[src/rtl/rsa_cmd_ctrl.sv]
// Left-to-right square-and-multiply sequencer for the modular exponentiation engine.
// Turns start/stop command pulses into load/square/multiply handshakes and status flags.
`timescale 1ns/1ps

module rsa_cmd_ctrl #(
    parameter int WIDTH = 8,
    parameter int IDX_W = $clog2(WIDTH)
) (
    input  logic             clk,
    input  logic             rst,
    input  logic             ena,
    input  logic             start_cmd,
    input  logic             stop_cmd,
    input  logic [WIDTH-1:0] exponent,
    input  logic             mul_done,
    output logic             load_init,
    output logic             mul_start,
    output logic             mul_op,
    output logic [IDX_W-1:0] bit_idx,
    output logic             busy,
    output logic             done,
    output logic             aborted
);

    localparam logic [IDX_W-1:0] LAST_IDX = IDX_W'(WIDTH - 1);

    typedef enum logic [2:0] {
        IDLE,
        INIT,
        SQUARE,
        SQ_WAIT,
        MULT,
        MUL_WAIT,
        NEXT,
        DONE
    } state_t;

    state_t           state_reg, state_next;
    logic [WIDTH-1:0] e_lat_reg, e_lat_next;
    logic [IDX_W-1:0] bit_idx_reg, bit_idx_next;
    logic             aborted_reg, aborted_next;
    logic             busy_state;

    always_ff @(posedge clk or posedge rst) begin
        if (rst) begin
            state_reg   <= IDLE;
            e_lat_reg   <= '0;
            bit_idx_reg <= LAST_IDX;
            aborted_reg <= 1'b0;
        end else if (ena) begin
            state_reg   <= state_next;
            e_lat_reg   <= e_lat_next;
            bit_idx_reg <= bit_idx_next;
            aborted_reg <= aborted_next;
        end
    end

    assign busy_state = (state_reg != IDLE) && (state_reg != DONE);

    always_comb begin
        state_next   = state_reg;
        e_lat_next   = e_lat_reg;
        bit_idx_next = bit_idx_reg;
        aborted_next = aborted_reg;

        case (state_reg)
            IDLE, DONE: begin
                // A simultaneous stop cancels the start; the pair changes nothing here.
                if (start_cmd && !stop_cmd) begin
                    e_lat_next   = exponent;
                    bit_idx_next = LAST_IDX;
                    aborted_next = 1'b0;
                    state_next   = INIT;
                end
            end
            INIT:     state_next = SQUARE;
            SQUARE:   state_next = SQ_WAIT;
            SQ_WAIT: begin
                if (mul_done) begin
                    state_next = e_lat_reg[bit_idx_reg] ? MULT : NEXT;
                end
            end
            MULT:     state_next = MUL_WAIT;
            MUL_WAIT: begin
                if (mul_done) begin
                    state_next = NEXT;
                end
            end
            NEXT: begin
                if (bit_idx_reg == '0) begin
                    state_next = DONE;
                end else begin
                    bit_idx_next = bit_idx_reg - 1'b1;
                    state_next   = SQUARE;
                end
            end
            default:  state_next = IDLE;
        endcase

        // Abort overrides any progress made by the schedule in the same cycle.
        if (busy_state && stop_cmd) begin
            state_next   = IDLE;
            aborted_next = 1'b1;
        end
    end

    assign load_init = ena && (state_reg == INIT);
    assign mul_start = ena && ((state_reg == SQUARE) || (state_reg == MULT));
    assign mul_op    = (state_reg == MULT);
    assign bit_idx   = bit_idx_reg;
    assign busy      = busy_state;
    assign done      = (state_reg == DONE);
    assign aborted   = aborted_reg;

endmodule
[config.mk]
export PLATFORM = sky130hd
export DESIGN_NAME = rsa_cmd_ctrl
export DESIGN_NICKNAME = d
export VERILOG_FILES = /design/src/rtl/rsa_cmd_ctrl.sv
export SDC_FILE = /design/constraint.sdc
export NUM_CORES = 1
export LEC_CHECK = 0
export ABC_AREA = 1
export BUFFER_PORTS_ARGS = -buffer_cell sky130_fd_sc_hd__buf_2
export CAP_MARGIN = 5
export CORE_MARGIN = 3
export CORE_UTILIZATION = 45
export CTS_CLUSTER_DIAMETER = 200
export CTS_CLUSTER_SIZE = 16
export DETAILED_ROUTE_END_ITERATION = 8
export MAX_ROUTING_LAYER = met4
export PLACE_DENSITY_LB_ADDON = 0.05
export SLEW_MARGIN = 20
export SYNTH_ARGS = -nofsm -noshare
export SYNTH_HDL_FRONTEND = slang
export SYNTH_SLANG_ARGS = --single-unit
[constraint.sdc]
create_clock -name clk -period 4 [get_ports clk]
set_input_delay 0.8 -clock clk [delete_from_list [all_inputs] [get_ports clk]]
set_output_delay 0.8 -clock clk [all_outputs]
set_load 0.01 [all_outputs]
==> flow_summary.toml, run 1 <==
[final_layout]
antenna_cells = 0
register_area_sq_um = 379.1
multi_input_area_sq_um = 486.7
postLayoutCoreUtil = 0.5606
syn_to_final_growth_pct = 14.71
largest_register_ffs = 8
final_cell_mix = "nand2_1, buf_2, inv_1, nand3_1, dfrtp_1"
final_net_count = 167
final.fill_count = 217
layout-drive-gt1-share = 0.3467
final_common_cell = "nand2_1"
stdcell_area_sq_um = 1122

[run]
maxCapViolations = 0

[floorplanning]
fp.dieW_um = 52.63
die-area_sq_um = 2770
num_io_pins = 23
start_util = 0.4887
die_h_um = 52.63
coreArea_sq_um = 2002
num_rows = 16

[worst_setup_path]
path_depth = 4
r2r_slack_ns = 2.50
cp-startpoint = "state_reg[1]"
max_stage_delay_ns = 0.56
crit_chain = "nand3_2 -> nand2_2 -> inv_2 -> buf_2"
crit_end = "busy"
r2r_start = "bit_idx[0]"
r2r-end = "bit_idx[1]"
critPathSlowestCell = "dfrtp_1"
cp_num_buf_inv = 2
crit_family = "flip-flops"
critPathLaunchType = "flip-flop"
worstSetupPathType = "flip-flop to output port"
critPathMaxFanout = 10
cp.arrival_ns = 1.39
cp.required_ns = 3.20
reg2reg_depth = 8
end_kind = "output port"

[place]
place_congestion = 0.8508
dp_hpwl_mm = 1.473
portBuffers = 22
place_area_sq_um = 1096
dp_slack_ns = 1.911

[yosys]
synth.area.top_cells = "dfrtp_1, nand2_1, dfstp_2, inv_1, nand3_1"
yosysSeqAreaShare = 0.3875
synthCells = 127
synth_top_area_cell = "dfrtp_1"
synth.net_count = 143
synth_area_sq_um = 978.4
synth_top_area_frac = 0.3069
synth.distinct_cells = 22
yosysWarnings = 0
ys_ff_latch = 15
syn-mean-instance-area_sq_um = 7.704

[routing]
ant_nets = 0
wire_per_inst_um = 10.55
drc_errors = 0
firstDrtPassIters = 5
drt-total-wl_mm = 1.867
vias = 832
drt-initial-drc-count = 20
post_drt_via_cell_ratio = 4.701

[clocking]
cts_tree = "yes"
clk_pin_slew_ns = 0.09
clock_path_buffers = 2
hold_buffers = 0
cts.sinks = 15
cts-buffers-inserted = 3
cts_setup_buffers = 0
cts_root_buf = "clkbuf_4"
cts_resized = 0
clkLatencyLatePin_ns = 0.28
cts_max_level = 1

[sta]
holdWs_ns = 0.4921
hold_violations = 0
rsz0062_at_grt = "no"
finalMaxSlewViolations = 0
min_period_ns = 2.185
worst_slew_pin_slew_ns = 0.5550
max_freq_mhz = 457.7
setup_ws_ns = 1.815
finClkSkew_ns = 0.001726
slew_headroom = 0.6296
fin_crit_sh = 0.5463
setup_viol = 0
finalSetupTns_ns = 0

[global_routing]
grt_pass1_vias = 703
antenna_found_initial = 0
grt_usage = 0.1521
overflow = 0
grt_max_degree = 18
grt_pass1_wl_mm = 2.973

[pwr]
power_density_nw_per_um2 = 613.1
p_leak_nw = 0.6362
peakVddDrop_uv = 336.0

[status]
status = "finished clean"

[min_path]
hp-class = "flip-flop to flip-flop"
## cells in the mapped netlist (all sizes together)
library cell  count
nor2              8
inv              23
nand2            39
dfrtp            12
a21oi             4
nand3            17
xnor2             1
nor4              1
dfstp             3
buf               3
ha                2
o21ai            14
## metal layers
layer / up-vias / global-route usage / share of wire
met5: - / - / 0
met4: 0 / 0.07660 / 0.0043
met3: 2 / 0.03419 / 0.046
met2: 20 / 0.2128 / 0.45
met1: 368 / 0.2046 / 0.50
li1: 442 / - / -
## tightest hold or removal path, stage by stage, from the launching register on
cell and delay [ns]:
dfrtp_1 0.35, nand2_1 0.07, o21ai_2 0.05
## kinds of logic after synthesis
family          count (synthesis)  share of synthesized area
simple gates                   65                     0.3402
buf+inv                        26                     0.1151
compound gates                 18                     0.1228
flops                          15                     0.3875
fa+ha+maj                       2                    0.02557
xor+xnor                        1                   0.008953
## cell type report
cell class | instances | area share
clock buffers | 4 | 0.02341
inverters | 23 | 0.07692
well taps | 27 | 0.03010
repair buffers | 22 | 0.09810
multi-input cells | 86 | 0.4337
flip-flops and latches | 15 | 0.3378
## through the flow
stage | cells | total power, mW
6_report | 177 | 0.6881
5_1_grt | 177 | 0.7511
4_1_cts | 177 | 0.6965
3_5_place_dp | 173 | 0.6060
3_3_place_gp | 173 | 0.5991
2_1_floorplan | 127 | 0.5371
## power breakdown
group	internal (mW)	switching, mW	leakage (nW)
registers	0.215	0.0650	0.180
logic	0.127	0.194	0.441
clock network	0.0387	0.0481	0.0150
## worst min path at each step
stage,endpoint,cells past startpoint,startpoint
floorplan,e_lat_reg[5],2,e_lat_reg[5]
global placement,e_lat_reg[6],2,e_lat_reg[6]
detailed placement,e_lat_reg[4],2,e_lat_reg[4]
CTS,e_lat_reg[4],2,e_lat_reg[4]
global route,e_lat_reg[4],2,e_lat_reg[4]
finish,e_lat_reg[4],2,e_lat_reg[4]
Note: power is estimated with default switching activity, not from simulation.
==> inputs of run 2 (changes only) <==
==> constraint.sdc (replaced) <==
create_clock -name clk -period 2.1 [get_ports clk]
set_input_delay 0.42 -clock clk [delete_from_list [all_inputs] [get_ports clk]]
set_output_delay 0.42 -clock clk [all_outputs]
set_load 0.01 [all_outputs]
==> run 2 against run 1 <==
Net effect: core utilization did not move; via count fell by 1.8%; global-route usage rose by 1.5 points; final area did not move; first-iteration DRC count fell by 55%; final cell count did not move; sequential cell count did not move; sequential share of layout area did not move.
==> flow_summary.toml, run 2 (synthesized netlist as in run 1, its figures left out) <==
[status]
status = "finished clean"

[final_layout]
final.fill_count = 204
final_common_cell = "nand2_1"
final_net_count = 167
layout-drive-gt1-share = 0.3467
postLayoutCoreUtil = 0.5606
syn_to_final_growth_pct = 14.71
antenna_cells = 0
final_cell_mix = "nand2_1, buf_2, inv_1, nand3_1, dfrtp_1"
largest_register_ffs = 8

[sta]
worst_slew_pin_slew_ns = 0.5616
finalSetupTns_ns = 0
fin_crit_sh = 0.8677
finClkSkew_ns = 0.001352
min_period_ns = 1.822
slew_headroom = 0.6252
setup_viol = 0
max_freq_mhz = 548.8
hold_violations = 0
finalMaxSlewViolations = 0
rsz0062_at_grt = "no"

[clocking]
clkLatencyLatePin_ns = 0.28
cts.sinks = 15
cts_max_level = 1
hold_buffers = 0
clock_path_buffers = 2
cts-buffers-inserted = 3
clk_pin_slew_ns = 0.09
cts_root_buf = "clkbuf_4"
cts_setup_buffers = 0
cts_tree = "yes"
cts_resized = 0

[routing]
firstDrtPassIters = 5
ant_nets = 0
post_drt_via_cell_ratio = 4.616
wire_per_inst_um = 11.10
vias = 817
drt-total-wl_mm = 1.964
drc_errors = 0
drt-initial-drc-count = 9

[floorplanning]
die_h_um = 52.63
die-area_sq_um = 2770
coreArea_sq_um = 2002
fp.dieW_um = 52.63
num_io_pins = 23
start_util = 0.4887
num_rows = 16

[worst_setup_path]
cp.required_ns = 1.68
critPathMaxFanout = 10
worstSetupPathType = "flip-flop to output port"
critPathLaunchType = "flip-flop"
end_kind = "output port"
cp.arrival_ns = 1.40

[pwr]
power_density_nw_per_um2 = 1173
p_leak_nw = 0.6362
peakVddDrop_uv = 621.3

[place]
portBuffers = 22
place_congestion = 0.8108
dp_hpwl_mm = 1.560

[global_routing]
grt_pass1_vias = 725
overflow = 0
antenna_found_initial = 0
grt_usage = 0.1674
grt_pass1_wl_mm = 3.270
grt_max_degree = 18

[min_path]
hp-class = "input pin to async pin"

[run]
maxCapViolations = 0
[run 2: cell counts in the layout (fill, tap and decap cells not counted)]
Identical to the previous run, type by type.
[run 2: cell type report]
type                    count  area, sq um  area share
clock buffers               4        26.28     0.02341
inverters                  23        86.33     0.07692
multi-input cells          86        486.7      0.4337
flip-flops and latches     15        379.1      0.3378
well taps                  27        33.78     0.03010
repair buffers             22        110.1     0.09810
[run 2: report_power, final]
group | switching [mW] | internal, mW | leakage [nW]
Combinational | 0.373 | 0.242 | 0.441
Sequential | 0.127 | 0.410 | 0.180
Clock | 0.0901 | 0.0737 | 0.0150
[run 2: final timing paths]
path	from	endpoint	slack [ns]	depth (start not counted)
hold reg to reg	aborted	aborted	0.49	2
max in group asynchronous	rst	bit_idx[1]	1.55	2
setup reg to reg	bit_idx[0]	bit_idx[2]	0.61	8
hold / removal	rst	e_lat_reg[6]	0.17	2
min in group clk	exponent[0]	e_lat_reg[0]	0.37	3
setup / recovery	state_reg[1]	busy	0.28	4
[run 2: layer usage]
layer / GRT usage / wire length [um] / up-vias
met1: 0.2257 / 941 / 351
met4: 0.08936 / 32 / 0
li1: - / - / 440
met3: 0.03419 / 116 / 4
met2: 0.2335 / 873 / 22
met5: - / 0 / -
[run 2: per-stage QoR]
stage | area [sq um] | cells | hold WS, ns | total power, mW | setup slack (ns)
after global placement | 1096 | 173 | 0.4725 | 1.147 | 0.6051
final | 1122 | 177 | 0.1744 | 1.317 | 0.2779
after floorplan | 978.4 | 127 | 0.3193 | 1.023 | 0.6870
after detailed placement | 1096 | 173 | 0.4749 | 1.163 | 0.5759
after global routing | 1122 | 177 | 0.2334 | 1.447 | 0.1551
after CTS | 1122 | 177 | 0.1943 | 1.333 | 0.2536
[run 2: worst max-delay path: stages, from the launching register on]
cell and delay, ns:
dfrtp_1 0.57, nand3_2 0.19, nand2_2 0.16, inv_2 0.06, buf_2 0.13
